`src/rtl/mem_arb_pkg.sv`:
```
// Shared types for the two-port (fetch/data) memory arbiter.
package mem_arb_pkg;

   typedef enum logic [1:0] {
      IDLE   = 2'd0,
      ACCESS = 2'd1,
      RESP   = 2'd2
   } state_t;

   typedef enum logic {
      GNT_I = 1'b0,
      GNT_D = 1'b1
   } grant_t;

   localparam int CNT_W = 4;

   // Down-counter preload so that ACCESS spans exactly lat cycles.
   function automatic logic [CNT_W-1:0] lat_load(input int lat);
      return CNT_W'(lat - 1);
   endfunction

endpackage

```
`src/rtl/mem_arbiter_arb_rr.sv`:
```
// Round-robin pick between fetch and data requesters; a lone requester always wins.
module arb_rr
   import mem_arb_pkg::*;
(
   input  logic   i_req,
   input  logic   d_req,
   input  grant_t last_grant,
   output grant_t grant,
   output logic   valid
);

   // Winner selection: on a tie, grant whoever was not granted last.
   always_comb begin
      valid = i_req | d_req;
      grant = GNT_I;
      if (i_req && d_req) begin
         if (last_grant == GNT_I) begin
            grant = GNT_D;
         end else begin
            grant = GNT_I;
         end
      end else if (d_req) begin
         grant = GNT_D;
      end else begin
         grant = GNT_I;
      end
   end

endmodule

```
`src/rtl/mem_arbiter.sv`:
```
// Arbitrates a fetch port and a data port onto one fixed-latency memory.
module mem_arbiter
   import mem_arb_pkg::*;
#(
   parameter int XLEN        = 32,
   parameter int MEM_LATENCY = 4
)(
   input  logic              clk,
   input  logic              rst_b,
   input  logic              halted,
   input  logic              i_req,
   input  logic [XLEN-1:0]   i_addr,
   output logic              i_ready,
   output logic [XLEN-1:0]   i_rdata,
   input  logic              d_req,
   input  logic              d_we,
   input  logic [XLEN-1:0]   d_addr,
   input  logic [0:3][7:0]   d_wdata,
   output logic              d_ready,
   output logic [0:3][7:0]   d_rdata,
   output logic [XLEN-1:0]   mem_addr,
   output logic [0:3][7:0]   mem_data_in,
   output logic              mem_write_en,
   input  logic [0:3][7:0]   mem_data_out
);

   localparam logic [CNT_W-1:0] LAT_LOAD = lat_load(MEM_LATENCY);

   state_t            state_r, state_n;
   logic [CNT_W-1:0]  cnt_r, cnt_n;
   grant_t            gnt_r, gnt_n;
   grant_t            last_r, last_n;
   logic              we_r, we_n;
   logic [XLEN-1:0]   addr_r, addr_n;
   logic [0:3][7:0]   wdata_r, wdata_n;
   logic              wen_r, wen_n;
   logic              i_rdy_r, i_rdy_n;
   logic              d_rdy_r, d_rdy_n;
   logic [XLEN-1:0]   i_rdata_r, i_rdata_n;
   logic [0:3][7:0]   d_rdata_r, d_rdata_n;
   grant_t            arb_grant_s;
   logic              arb_valid_s;

   arb_rr u_arb (
      .i_req      (i_req),
      .d_req      (d_req),
      .last_grant (last_r),
      .grant      (arb_grant_s),
      .valid      (arb_valid_s)
   );

   // State and output registers; memory-side outputs are zero whenever not in ACCESS.
   always_ff @(posedge clk or negedge rst_b) begin
      if (!rst_b) begin
         state_r   <= IDLE;
         cnt_r     <= '0;
         gnt_r     <= GNT_I;
         last_r    <= GNT_I;
         we_r      <= 1'b0;
         addr_r    <= '0;
         wdata_r   <= '0;
         wen_r     <= 1'b0;
         i_rdy_r   <= 1'b0;
         d_rdy_r   <= 1'b0;
         i_rdata_r <= '0;
         d_rdata_r <= '0;
      end else begin
         state_r   <= state_n;
         cnt_r     <= cnt_n;
         gnt_r     <= gnt_n;
         last_r    <= last_n;
         we_r      <= we_n;
         addr_r    <= addr_n;
         wdata_r   <= wdata_n;
         wen_r     <= wen_n;
         i_rdy_r   <= i_rdy_n;
         d_rdy_r   <= d_rdy_n;
         i_rdata_r <= i_rdata_n;
         d_rdata_r <= d_rdata_n;
      end
   end

   // Next-state logic; the write strobe is scheduled one edge ahead so it lands in the last ACCESS cycle.
   always_comb begin
      state_n   = state_r;
      cnt_n     = cnt_r;
      gnt_n     = gnt_r;
      last_n    = last_r;
      we_n      = we_r;
      addr_n    = addr_r;
      wdata_n   = wdata_r;
      wen_n     = 1'b0;
      i_rdy_n   = 1'b0;
      d_rdy_n   = 1'b0;
      i_rdata_n = i_rdata_r;
      d_rdata_n = d_rdata_r;
      case (state_r)
         IDLE: begin
            if (arb_valid_s && !halted) begin
               state_n = ACCESS;
               cnt_n   = LAT_LOAD;
               gnt_n   = arb_grant_s;
               last_n  = arb_grant_s;
               if (arb_grant_s == GNT_D) begin
                  we_n    = d_we;
                  addr_n  = d_addr;
                  wdata_n = d_wdata;
               end else begin
                  we_n    = 1'b0;
                  addr_n  = i_addr;
                  wdata_n = '0;
               end
               wen_n = (arb_grant_s == GNT_D) && d_we && (LAT_LOAD == 4'd0);
            end else begin
               state_n = IDLE;
            end
         end
         ACCESS: begin
            if (cnt_r == 4'd0) begin
               state_n = RESP;
               addr_n  = '0;
               wdata_n = '0;
               we_n    = 1'b0;
               if (gnt_r == GNT_I) begin
                  i_rdy_n   = 1'b1;
                  i_rdata_n = XLEN'(mem_data_out);
               end else begin
                  d_rdy_n = 1'b1;
                  if (!we_r) begin
                     d_rdata_n = mem_data_out;
                  end else begin
                     d_rdata_n = d_rdata_r;
                  end
               end
            end else begin
               cnt_n = cnt_r - 4'd1;
               wen_n = we_r && (cnt_r == 4'd1);
            end
         end
         RESP: begin
            state_n = IDLE;
         end
         default: begin
            state_n = IDLE;
         end
      endcase
   end

   assign i_ready      = i_rdy_r;
   assign d_ready      = d_rdy_r;
   assign i_rdata      = i_rdata_r;
   assign d_rdata      = d_rdata_r;
   assign mem_addr     = addr_r;
   assign mem_data_in  = wdata_r;
   assign mem_write_en = wen_r;

endmodule

```
`config.mk`:
```
export PLATFORM = sky130hd
export DESIGN_NAME = mem_arbiter
export DESIGN_NICKNAME = d
export VERILOG_FILES = /design/src/rtl/mem_arb_pkg.sv /design/src/rtl/mem_arbiter_arb_rr.sv /design/src/rtl/mem_arbiter.sv
export SDC_FILE = /design/constraint.sdc
export NUM_CORES = 1
export LEC_CHECK = 0
export ABC_AREA = 1
export CORE_MARGIN = 3
export CORE_UTILIZATION = 38
export DETAILED_ROUTE_END_ITERATION = 10
export PLACE_DENSITY = 0.86
export SETUP_SLACK_MARGIN = 0.05
export SLEW_MARGIN = 25
export SYNTH_ARGS = -nofsm -noshare
export SYNTH_HDL_FRONTEND = slang
export SYNTH_HIERARCHICAL = 1
export SYNTH_SLANG_ARGS = --single-unit
```
`constraint.sdc`:
```
create_clock -name clk -period 1.36 [get_ports clk]
set_input_delay 0.204 -clock clk [delete_from_list [all_inputs] [get_ports clk]]
set_output_delay 0.204 -clock clk [all_outputs]
set_load 0.05 [all_outputs]
```
# Yosys cells after proc, flatten, opt, wreduce, memory -nomap -nowiden
# Index checks and enable logic that the tools add are counted.
[op_classes]
n_addsub = 1
n_eq_ne = 5
n_mux = 27
bitwise_logic = 3
reduce_logical = 12
[ops]
columns = ["operator", "n"]
rows = [
  ["two-way mux 32 bit", 5],
  ["one-hot mux 32 bit (2 select lines)", 2],
  ["two-way mux 1 bit", 14],
  ["AND reduction 3 bit", 3],
  ["two-way mux 4 bit", 2],
  ["one-hot mux 4 bit (2 select lines)", 1],
  ["inequality test 2 bit, second input constant", 3],
  ["== test 4 x 1 -> 1 bit, second input constant", 1],
  ["zero test 4 bit", 1],
  ["one-hot mux 2 bit (2 select lines)", 1],
  ["AND reduction 4 bit", 1],
  ["subtractor 4 x 1 -> 4 bit, second input constant", 1],
  ["logical AND 1 bit", 3],
  ["== test 2 x 1 -> 1 bit, second input constant", 1],
  ["zero test 2 bit", 1],
  ["two-way mux 2 bit", 1],
  ["inverter 1 bit", 2],
  ["one-hot mux 1 bit (2 select lines)", 1],
  ["AND reduction 2 bit", 1],
  ["nonzero test 2 bit", 1],
  ["zero test 1 bit", 1],
  ["bitwise OR 1 bit", 1],
]
[word_totals]
reg_bits = 139
inputBits = 134
output_inout_bits = 131
wordCells = 65

# Longest topological paths before layout
# Gate-level depths: netlist (run 1).
[logic_depth]
depth_word = 5
ltp_mapped = 10

# Modules after synthesis
# The synthesis (run 1) kept the hierarchy.
[by_module_without_submodules]
columns = ["module", "n_inst", "cells_each", "area_each_um2"]
rows = [
  ["mem_arbiter", 1, 752, 6125.9],
  ["arb_rr", 1, 3, 15.0],
]

# Worst setup path before layout (run 1)
# No wires, ideal clock.
[synth_timing]
path_kind = "flip-flop to flip-flop"
startpoint = "register cnt_r[0]"
endpoint = "register i_rdata_r[10], in the netlist i_rdata[10]"
setup_ns = 0.122
arrival_time_ns = 1.380
setup_slack_ns = -0.142
stages_incl_launch_ff = 10
n_path_buf = 2
path_cell_list = "dfrtp_1 > inv_1 > ha_1 > nand2_2 > nor2_4 > nand2_1 > buf_4 > buf_2 > nand2_1 > o21ai_1"
[synth_between]
elab_chain_len = 2
[synth_lines]
columns = ["element", "line_no", "rtl"]
rows = [
  ["from (decl)", "mem_arbiter.sv:30", "logic [CNT_W-1:0] cnt_r, cnt_n;"],
  ["from (signal assigned)", "mem_arbiter.sv:69", "cnt_r <= cnt_n;"],
  ["zero test 4 bit", "mem_arbiter.sv:119", "if (cnt_r == 4'd0) begin"],
  ["AND reduction 3 bit (no line)", "n/a", ""],
  ["to (signal assigned)", "mem_arbiter.sv:78", "i_rdata_r <= i_rdata_n;"],
  ["to (decl)", "mem_arbiter.sv:39", "logic [XLEN-1:0] i_rdata_r, i_rdata_n;"],
]
# Every way passes these cells.
# A chain may end at the register's enable or synchronous reset.

# Worst setup path after layout (run 1)
[layout_timing]
startpoint = "register state_r[0]"
endpoint = "register i_rdata_r[13], in the netlist i_rdata[13]"
[layout_between]
elab_chain_len = 2
[layout_lines]
columns = ["element", "line_no", "rtl"]
rows = [
  ["from (decl)", "mem_arbiter.sv:29", "state_t state_r, state_n;"],
  ["from (signal assigned)", "mem_arbiter.sv:68", "state_r <= state_n;"],
  ["== test 2 x 1 -> 1 bit", "mem_arbiter.sv:97", "case (state_r)"],
  ["AND reduction 3 bit (no line)", "n/a", ""],
]
# Every way passes these cells.

==> impl_metrics.env, run 1 <==
export IMPL_grt_antenna_before_repair=1
export IMPL_intPower_uw=19980
export IMPL_path_clk_slew_ps=70
export IMPL_peakVddDrop_mv=1.513
export IMPL_die_w_um=133.1
export IMPL_clock_fmax_mhz=646.3
export IMPL_max_cap_viol_count=0
export IMPL_cp_start_kind="flop"
export IMPL_cp_required_ps=1670
export IMPL_synth_area_leaders="dfrtp_1 (57%), nand2_1 (18%), nand3_1 (5.5%)"
export IMPL_rows=45
export IMPL_synth_edff_count=0
export IMPL_cts_buffers=17
export IMPL_cpMostUsedCell="nor2_4"
export IMPL_fp_dieH_um=133.1
export IMPL_power_leakage_uw=0.006122
export IMPL_syn_instance_count=755
export IMPL_seqPwrFrac_pct=23.8
export IMPL_drt_total_wl_mm=29.07
export IMPL_ys_flop_type="dfrtp_1"
export IMPL_grt_usage_pct=27.30
export IMPL_setup_viol=132
export IMPL_status="complete, but fails checks"
export IMPL_ioPinCount=265
export IMPL_synthToLayoutAreaGrowth_pct=114.6
export IMPL_dp_cells=1230
export IMPL_power_uw=37500
export IMPL_crit_type="reg2reg"
export IMPL_yosysSeqAreaShare_pct=56.64
export IMPL_ant_nets=0
export IMPL_powerDensity_nw_per_um2=2845
export IMPL_finalNetCount=1217
export IMPL_crit_fanout=6
export IMPL_grt_pass1_vias=6755
export IMPL_synthDominantCellAreaShare_pct=56.64
export IMPL_avgSynthCellArea_um2=8.134
export IMPL_worstSetupStartpoint="state_r[0]"
export IMPL_hold_viol_final=0
export IMPL_die_area_um2=17720
export IMPL_grt_max_degree=51
export IMPL_holdWs_ps=189.4
export IMPL_dp_slack_ps=-405.1
export IMPL_slew_headroom_pct=75.44
export IMPL_p_sw_uw=17520
export IMPL_yosysWarningCount=6
export IMPL_cts_buffer_depth=2
export IMPL_r2r_slack_ps=-190
export IMPL_synth_area_um2=6141
export IMPL_synth_common_cells="nand2_1 (300), dfrtp_1 (139), nand3_1 (67), nor2_1 (42), inv_1 (40)"
export IMPL_ys_types=23
export IMPL_fin_crit_ps=1547
export IMPL_violations="setup timing"
export IMPL_switching_share_pct=46.72
export IMPL_crit_buf_inv=5
export IMPL_min_period_over_period_pct=113.8
export IMPL_path_cells="inv_1, nor2_4, inv_2, nor2_4, buf_8, buf_12, nand2_8, buf_16, nand2_4, o21ai_4"
export IMPL_worst_pin_slew_ps=368.5
export IMPL_hp_class="in2async"
export IMPL_syn_nets=892
export IMPL_drcViolationCount=0
export IMPL_dr_first_iter_drc_count=461
export IMPL_grt_overflow=0
export IMPL_clkPwrFrac_pct=12.1
export IMPL_slowest_stage="dfrtp_1"
export IMPL_clk_latency_ps=430
export IMPL_critPathTopFamily="buffers and inverters"
export IMPL_first_pass_iters=7
export IMPL_antennaDiodeCount=0
export IMPL_fin_skew_ps=12.88
export IMPL_slew_viol_final=0
export IMPL_drt_vias_per_instance=5.350
export IMPL_root_buffer="clkbuf_16"
export IMPL_r2r_end="i_rdata[13]"
export IMPL_core_um2=15480
export IMPL_start_util_pct=39.66
export IMPL_reg2reg_from="state_r[0]"
export IMPL_io_buffers=264
export IMPL_setup_ws_ps=-187.4
export IMPL_clock_sinks=139
export IMPL_place_gp_congestion=0.8214
export IMPL_arrival_ps=1850
export IMPL_hpwl_mm=16.07
export IMPL_cpPeakStageDelay_ps=370
export IMPL_ys_async_sr_fraction_pct=100.0
export IMPL_routedWlPerCell_um=22.29
export IMPL_drive_gt1_share_pct=42.73
export IMPL_grt_pass1_wl_mm=37.69
export IMPL_endpoint_kind="flop"
export IMPL_finalNonFillerCells=1304
export IMPL_worst_r2r_cell_count=10
export IMPL_yosysTopAreaCell="dfrtp_1"
export IMPL_cts_tree="yes"
export IMPL_yosysMostFrequentCell="nand2_1"
export IMPL_vias=6976
export IMPL_ys_seq_elements=139
export IMPL_grt_setup_unrepaired="true"
export IMPL_pwr_share_comb_pct=64.1
export IMPL_htree_num_levels=4
export IMPL_fillers=666
worst max-delay path by stage:
stage / end / slack (ps) / cells after the start
after floorplan: i_rdata[24] / -4 / 9
after global placement: mem_data_in[17] / -310 / 6
after detailed placement: mem_data_in[9] / -410 / 7
after CTS: mem_data_in[9] / -160 / 10
after global routing: i_rdata[17] / -250 / 8
final: i_rdata[13] / -190 / 10
placed cells by master (no fill, tap or decap), types with 14 or more instances in the layout:
cell type / count
nand2_1: 212
nand3_1: 19
clkbuf_16: 28
buf_12: 150
nor2_1: 38
o21ai_1: 14
nand3_2: 46
a21oi_1: 32
buf_4: 34
clkdlybuf4s50_1: 132
dfrtp_1: 136
nand2_4: 50
o21ai_2: 50
nand2_2: 37
inv_1: 36
worst reg2reg max path: stages (launching register included):
cell and delay [ps]:
dfrtp_1 370, inv_1 80, nor2_4 120, inv_2 60, nor2_4 140, buf_8 150, buf_12 120, nand2_8 80
buf_16 170, nand2_4 80, o21ai_4 70
power groups by stage:
stage	Combinational, µW	Sequential [µW]	Clock (µW)
after floorplan	3900	13200	0
after global placement	19300	8120	0
after detailed placement	19800	8280	0
after CTS	21300	8470	4480
after global routing	24800	9080	4750
final	24000	8940	4520
through the flow:
step / TNS (ps) / cell area [µm²] / util [%]
after global routing: -25570 / 13180 / 85.13
after detailed placement: -32800 / 10810 / 69.84
after global placement: -24230 / 10810 / 69.84
after floorplan: -22.67 / 6359 / -
after CTS: -13800 / 12150 / 78.46
final: -16270 / 13180 / 85.13
layout make-up:
class / count / area, µm² / share of cell area, %
repair buffers: 355 / 5374 / 40.77
clock buffers: 18 / 439.2 / 3.332
well taps: 211 / 264.0 / 2.003
flip-flops and latches: 139 / 3482 / 26.42
inverters: 42 / 168.9 / 1.281
clock inverters: 14 / 122.6 / 0.9302
multi-input cells: 525 / 3331 / 25.27
what timing repair did:
item / in CTS / in global routing
hold endpoints to repair: 139 / 0
gates cloned: 12 / 15
buffers inserted: 4 / 10
resized for setup: 166 / 158
setup endpoints to repair: 136 / 137
pin swaps: 2 / 36
hold buffers: 1 / 0
flip-flops by register name, indices dropped and copies added, names as in the netlist:
signal and flops:
cnt_r 4, d_rdata 32, d_ready 1, i_rdata 32
i_ready 1, last_r 1, mem_addr 32, mem_data_in 32
mem_write_en 1, state_r 2, we_r 1
routing by layer:
| layer | up-vias | global-route usage [%] | part of all wire [%] |
|---|---|---|---|
| met5 | - | 0 | 0.045 |
| met3 | 94 | 9.705 | 9.3 |
| li1 | 3059 | - | - |
| met1 | 3387 | 30.72 | 35 |
| met2 | 434 | 47.86 | 52 |
| met4 | 2 | 9.943 | 3.9 |
cells by family (layout without fill, tap and decap cells):
| kind of cell | after synthesis | count (layout) | share of synthesized area (%) |
|---|---|---|---|
| xor+xnor | 1 | 1 | 0.1427 |
| flops | 139 | 139 | 56.64 |
| compound gates | 102 | 102 | 8.354 |
| simple gates | 417 | 419 | 27.28 |
| buf+inv | 93 | 429 | 6.968 |
| fa+ha+maj | 3 | 3 | 0.6113 |
Note: power is estimated with default switching activity, not from simulation.
==> inputs of run 2 (changes only) <==
--- a/config.mk
+++ b/config.mk
@@ -6,8 +6,10 @@
 export NUM_CORES = 1
 export LEC_CHECK = 0
 export ABC_AREA = 1
+export CELL_PAD_IN_SITES_DETAIL_PLACEMENT = 0
+export CELL_PAD_IN_SITES_GLOBAL_PLACEMENT = 1
 export CORE_MARGIN = 3
-export CORE_UTILIZATION = 38
+export CORE_UTILIZATION = 27
 export DETAILED_ROUTE_END_ITERATION = 10
 export PLACE_DENSITY = 0.86
 export SETUP_SLACK_MARGIN = 0.05
==> impl_metrics.env, run 2 (synthesis gave the netlist of run 1 again) <==
export IMPL_grt_setup_unrepaired="true"
export IMPL_worst_pin_slew_ps=430.4
export IMPL_max_cap_viol_count=0
export IMPL_grt_antenna_before_repair=0
export IMPL_grt_pass1_wl_mm=32.94
export IMPL_crit_fanout=12
export IMPL_drt_vias_per_instance=4.595
export IMPL_routedWlPerCell_um=17.24
export IMPL_die_w_um=156.8
export IMPL_crit_buf_inv=3
export IMPL_multi_input_area_um2=2685
export IMPL_met2_usage_pct=27.74
export IMPL_placed_cell_area_um2=10990
export IMPL_drt_total_wl_mm=23.46
export IMPL_grt_busiest_layer="met2"
export IMPL_cts_buffer_depth=2
export IMPL_powerDensity_nw_per_um2=2790
export IMPL_drive_gt1_share_pct=30.99
export IMPL_use_met1_pct=21.62
export IMPL_antennaDiodeCount=0
export IMPL_vias=6254
export IMPL_hpwl_mm=15.68
export IMPL_cts_buffers=17
export IMPL_synthToLayoutAreaGrowth_pct=102.4
export IMPL_status="complete, but fails checks"
export IMPL_critPathTopFamily="buffers and inverters"
export IMPL_root_buffer="clkbuf_16"
export IMPL_area_sequential_um2=3480
export IMPL_endpoint_kind="flop"
export IMPL_finalNonFillerCells=1361
export IMPL_finalNetCount=1206
export IMPL_dr_first_iter_drc_count=225
export IMPL_grt_overflow=0
export IMPL_dp_cells=1304
export IMPL_use_met3_pct=6.775
export IMPL_slowest_stage="dfrtp_1"
export IMPL_rows=54
export IMPL_power_leakage_uw=0.005909
export IMPL_grt_max_degree=49
export IMPL_grt_usage_pct=17.31
export IMPL_peakVddDrop_mv=1.214
export IMPL_htree_num_levels=4
export IMPL_power_uw=34680
export IMPL_clock_sinks=139
export IMPL_layout_common_cells="nand2_1 (270), buf_12 (153), dfrtp_1 (138)"
export IMPL_path_cells="inv_2, ha_4, nand2_4, nor2_4, buf_6, nand2_8, clkbuf_16, o21ai_1"
export IMPL_min_period_over_period_pct=119.1
export IMPL_ioPinCount=265
export IMPL_fin_skew_ps=13.81
export IMPL_cts_tree="yes"
export IMPL_place_gp_congestion=0.8044
export IMPL_hp_class="in2async"
export IMPL_cpPeakStageDelay_ps=390
export IMPL_slew_headroom_pct=71.31
export IMPL_cp_start_kind="flop"
export IMPL_slew_viol_final=0
export IMPL_violations="setup timing"
export IMPL_io_buffers=264
export IMPL_setup_ws_ps=-259.7
export IMPL_cp_required_ps=1670
export IMPL_start_util_pct=27.79
export IMPL_finalSetupTns_ps=-15860
export IMPL_fin_crit_ps=1620
export IMPL_drcViolationCount=0
export IMPL_grt_pass1_vias=6045
export IMPL_hold_viol_final=0
export IMPL_clock_fmax_mhz=617.4
export IMPL_mostFrequentLayoutCell="nand2_1"
export IMPL_final_area_um2=12430
export IMPL_path_clk_slew_ps=60
export IMPL_fp_dieH_um=156.8
export IMPL_arrival_ps=1930
export IMPL_dp_slack_ps=-416.9
export IMPL_core_um2=22090
export IMPL_clk_latency_ps=420
export IMPL_setup_viol=130
export IMPL_ant_nets=0
export IMPL_die_area_um2=24590
export IMPL_crit_type="reg2reg"
export IMPL_first_pass_iters=4
export IMPL_fillers=1875
[run 2: cell count changes in the layout (fill, tap and decap cells not counted), moves of 25 or more]
cell	change
nand2_1	+58
nand2_4	-31
o21ai_2	-31
nand2_2	-27
nand3_1	+25
o21ai_1	+25
[run 2: report_power, final]
group	internal [µW]	switching, µW	leakage [µW]
clock network	3140	1890	0.000297
logic	10100	11200	0.00386
registers	6030	2330	0.00175
total	19300	15400	0.00591
[run 2: through the flow]
stage	utilization, %	hold slack [ps]
2_1_floorplan	-	-91.59
3_3_place_gp	49.73	159.0
3_5_place_dp	49.73	160.5
4_1_cts	53.96	288.5
5_1_grt	56.27	312.0
6_report	56.27	288.9
[run 2: final timing paths]
path                       cells past startpoint     endpoint        startpoint  slack, ps
setup reg to reg                               8  i_rdata[13]          cnt_r[1]       -260
hold reg to reg                                2     cnt_r[1]          cnt_r[1]        550
hold / removal                                 2   d_rdata[2]             rst_b        290
max in group asynchronous                      3  mem_addr[1]             rst_b        500
setup / recovery                               8  i_rdata[13]          cnt_r[1]       -260
min in group clk                               3  i_rdata[15]  mem_data_out[15]        360
[run 2: timing repair]
| item | CTS | global route |
|---|---|---|
| pin swaps | 16 | 7 |
| endpoints found under the setup margin | 135 | 136 |
| cloned | 5 | 10 |
| buffers inserted | 9 | 2 |
| gates resized for setup | 31 | 105 |
| hold buffers | 1 | 0 |
| endpoints found under the hold margin | 32 | 0 |
[run 2: layout make-up]
type                    count  area share (%)
clock buffers              19           3.563
clock inverters            12           1.500
flip-flops and latches    139           27.99
well taps                 280           2.818
repair buffers            346           41.24
multi-input cells         523           21.60
inverters                  42           1.288
[run 2: routing by layer]
layer	wire, µm	vias to the layer above
li1	-	3019
met1	9623	2951
met2	11240	261
met3	2146	23
met4	447	0
met5	0	-
==> inputs of run 3 (changes only) <==
--- a/config.mk
+++ b/config.mk
@@ -11,9 +11,9 @@
 export CORE_MARGIN = 3
 export CORE_UTILIZATION = 27
 export DETAILED_ROUTE_END_ITERATION = 10
+export MAX_ROUTING_LAYER = met4
 export PLACE_DENSITY = 0.86
 export SETUP_SLACK_MARGIN = 0.05
-export SLEW_MARGIN = 25
 export SYNTH_ARGS = -nofsm -noshare
 export SYNTH_HDL_FRONTEND = slang
 export SYNTH_HIERARCHICAL = 1
==> impl_metrics.env, run 3 (synthesis gave the netlist of run 1 again) <==
export IMPL_cts_buffers=17
export IMPL_grt_pass1_vias=6067
export IMPL_r2r_slack_ps=-190
export IMPL_first_pass_iters=6
export IMPL_die_w_um=156.8
export IMPL_power_leakage_uw=0.005921
export IMPL_drt_vias_per_instance=4.607
export IMPL_io_buffers=264
export IMPL_cts_buffer_depth=2
export IMPL_clk_latency_ps=410
export IMPL_max_cap_viol_count=0
export IMPL_crit_type="reg2reg"
export IMPL_slew_viol_final=0
export IMPL_setup_viol=130
export IMPL_clock_sinks=139
export IMPL_endpoint_kind="flop"
export IMPL_fp_dieH_um=156.8
export IMPL_min_period_over_period_pct=114.0
export IMPL_status="complete, but fails checks"
export IMPL_use_met1_pct=22.01
export IMPL_dp_slack_ps=-416.9
export IMPL_power_uw=34740
export IMPL_vias=6275
export IMPL_drt_total_wl_mm=23.36
export IMPL_antennaDiodeCount=0
export IMPL_dr_first_iter_drc_count=287
export IMPL_arrival_ps=1840
export IMPL_cp_required_ps=1650
export IMPL_crit_fanout=7
export IMPL_die_area_um2=24590
export IMPL_hpwl_mm=15.68
export IMPL_finalNetCount=1207
export IMPL_grt_antenna_before_repair=0
export IMPL_fin_skew_ps=11.28
export IMPL_grt_max_degree=49
export IMPL_peakVddDrop_mv=1.213
export IMPL_ant_nets=0
export IMPL_start_util_pct=27.79
export IMPL_fin_crit_ps=1550
export IMPL_finalNonFillerCells=1362
export IMPL_hold_viol_final=0
export IMPL_cp_start_kind="flop"
export IMPL_met2_usage_pct=27.66
export IMPL_root_buffer="clkbuf_16"
export IMPL_ioPinCount=265
export IMPL_htree_num_levels=4
export IMPL_use_met3_pct=6.361
export IMPL_layout_common_cells="nand2_1 (265), buf_12 (152), dfrtp_1 (138)"
export IMPL_grt_setup_unrepaired="true"
export IMPL_grt_overflow=0
export IMPL_grt_usage_pct=17.85
export IMPL_routedWlPerCell_um=17.15
export IMPL_violations="setup timing"
export IMPL_drive_gt1_share_pct=31.70
export IMPL_mostFrequentLayoutCell="nand2_1"
export IMPL_worst_pin_slew_ps=429.4
export IMPL_hp_class="in2async"
export IMPL_rows=54
export IMPL_fin_util_pct=56.44
export IMPL_grt_busiest_layer="met2"
export IMPL_dp_cells=1304
export IMPL_core_um2=22090
export IMPL_powerDensity_nw_per_um2=2786
export IMPL_place_gp_congestion=0.8172
export IMPL_clock_fmax_mhz=645.2
export IMPL_slew_headroom_pct=71.37
export IMPL_setup_ws_ps=-189.9
export IMPL_cts_tree="yes"
export IMPL_synthToLayoutAreaGrowth_pct=103.1
export IMPL_drcViolationCount=0
export IMPL_grt_pass1_wl_mm=32.90
export IMPL_path_clk_slew_ps=60
==> run 3: cell types whose count changed in the layout (fill, tap and decap cells not counted), sizes merged <==
cell	previous run	this run
buf	207	208
==> run 3: final timing paths <==
kind                                  startpoint     endpoint  cells past startpoint
worst max-delay path                    cnt_r[1]  i_rdata[28]                      9
worst min-delay path                       rst_b   d_rdata[2]                      2
worst max register to register          cnt_r[1]  i_rdata[28]                      9
worst min register to register          cnt_r[1]     cnt_r[1]                      2
max in group asynchronous                  rst_b  mem_addr[1]                      3
min in group clk                mem_data_out[15]  i_rdata[15]                      3
==> run 3: what timing repair did <==
item,CTS,global route
pin swaps,16,8
hold buffers,1,0
cloned,5,10
gates resized for setup,31,114
hold endpoints to repair,32,0
buffers inserted,9,3
endpoints found under the setup margin,135,136
==> run 3: per-stage QoR <==
step | hold slack, ps | setup TNS [ps] | area (µm²)
6_report | 292.3 | -14350 | 12470
5_1_grt | 310.7 | -25680 | 12470
4_1_cts | 288.5 | -9361 | 11920
3_5_place_dp | 160.5 | -29890 | 10990
3_3_place_gp | 159.0 | -26360 | 10990
2_1_floorplan | -91.59 | -22.67 | 6359
==> run 3: final cells by class <==
type	instances	area [µm²]
clock buffers	19	442.9
clock inverters	12	186.4
fillers	1861	9623
inverters	42	160.2
multi-input cells	523	2705
flip-flops and latches	139	3480
well taps	280	350.3
repair buffers	347	5146
==> run 3: where the power goes <==
part	switching, µW	total [µW]	internal (µW)
clock network	1870	5010	3140
logic	11200	21400	10200
registers	2330	8360	6030
total	15400	34700	19400
==> run 3: worst max-delay path, cell delays in order (launching register included) <==
cell	delay, ps
dfrtp_1	390
inv_2	80
ha_4	130
nand2_4	50
nor2_4	170
buf_6	140
nand2_8	100
clkbuf_16	210
nand2_1	80
o21ai_1	80
==> run 3: per-layer routing <==
metal  wire length (µm)  share of wire, %  vias up
met5                  0                 0        -
met3               2060               8.8       24
met2              11220                48      278
li1                   -                 -     3014
met4                444               1.9        0
met1               9638                41     2959
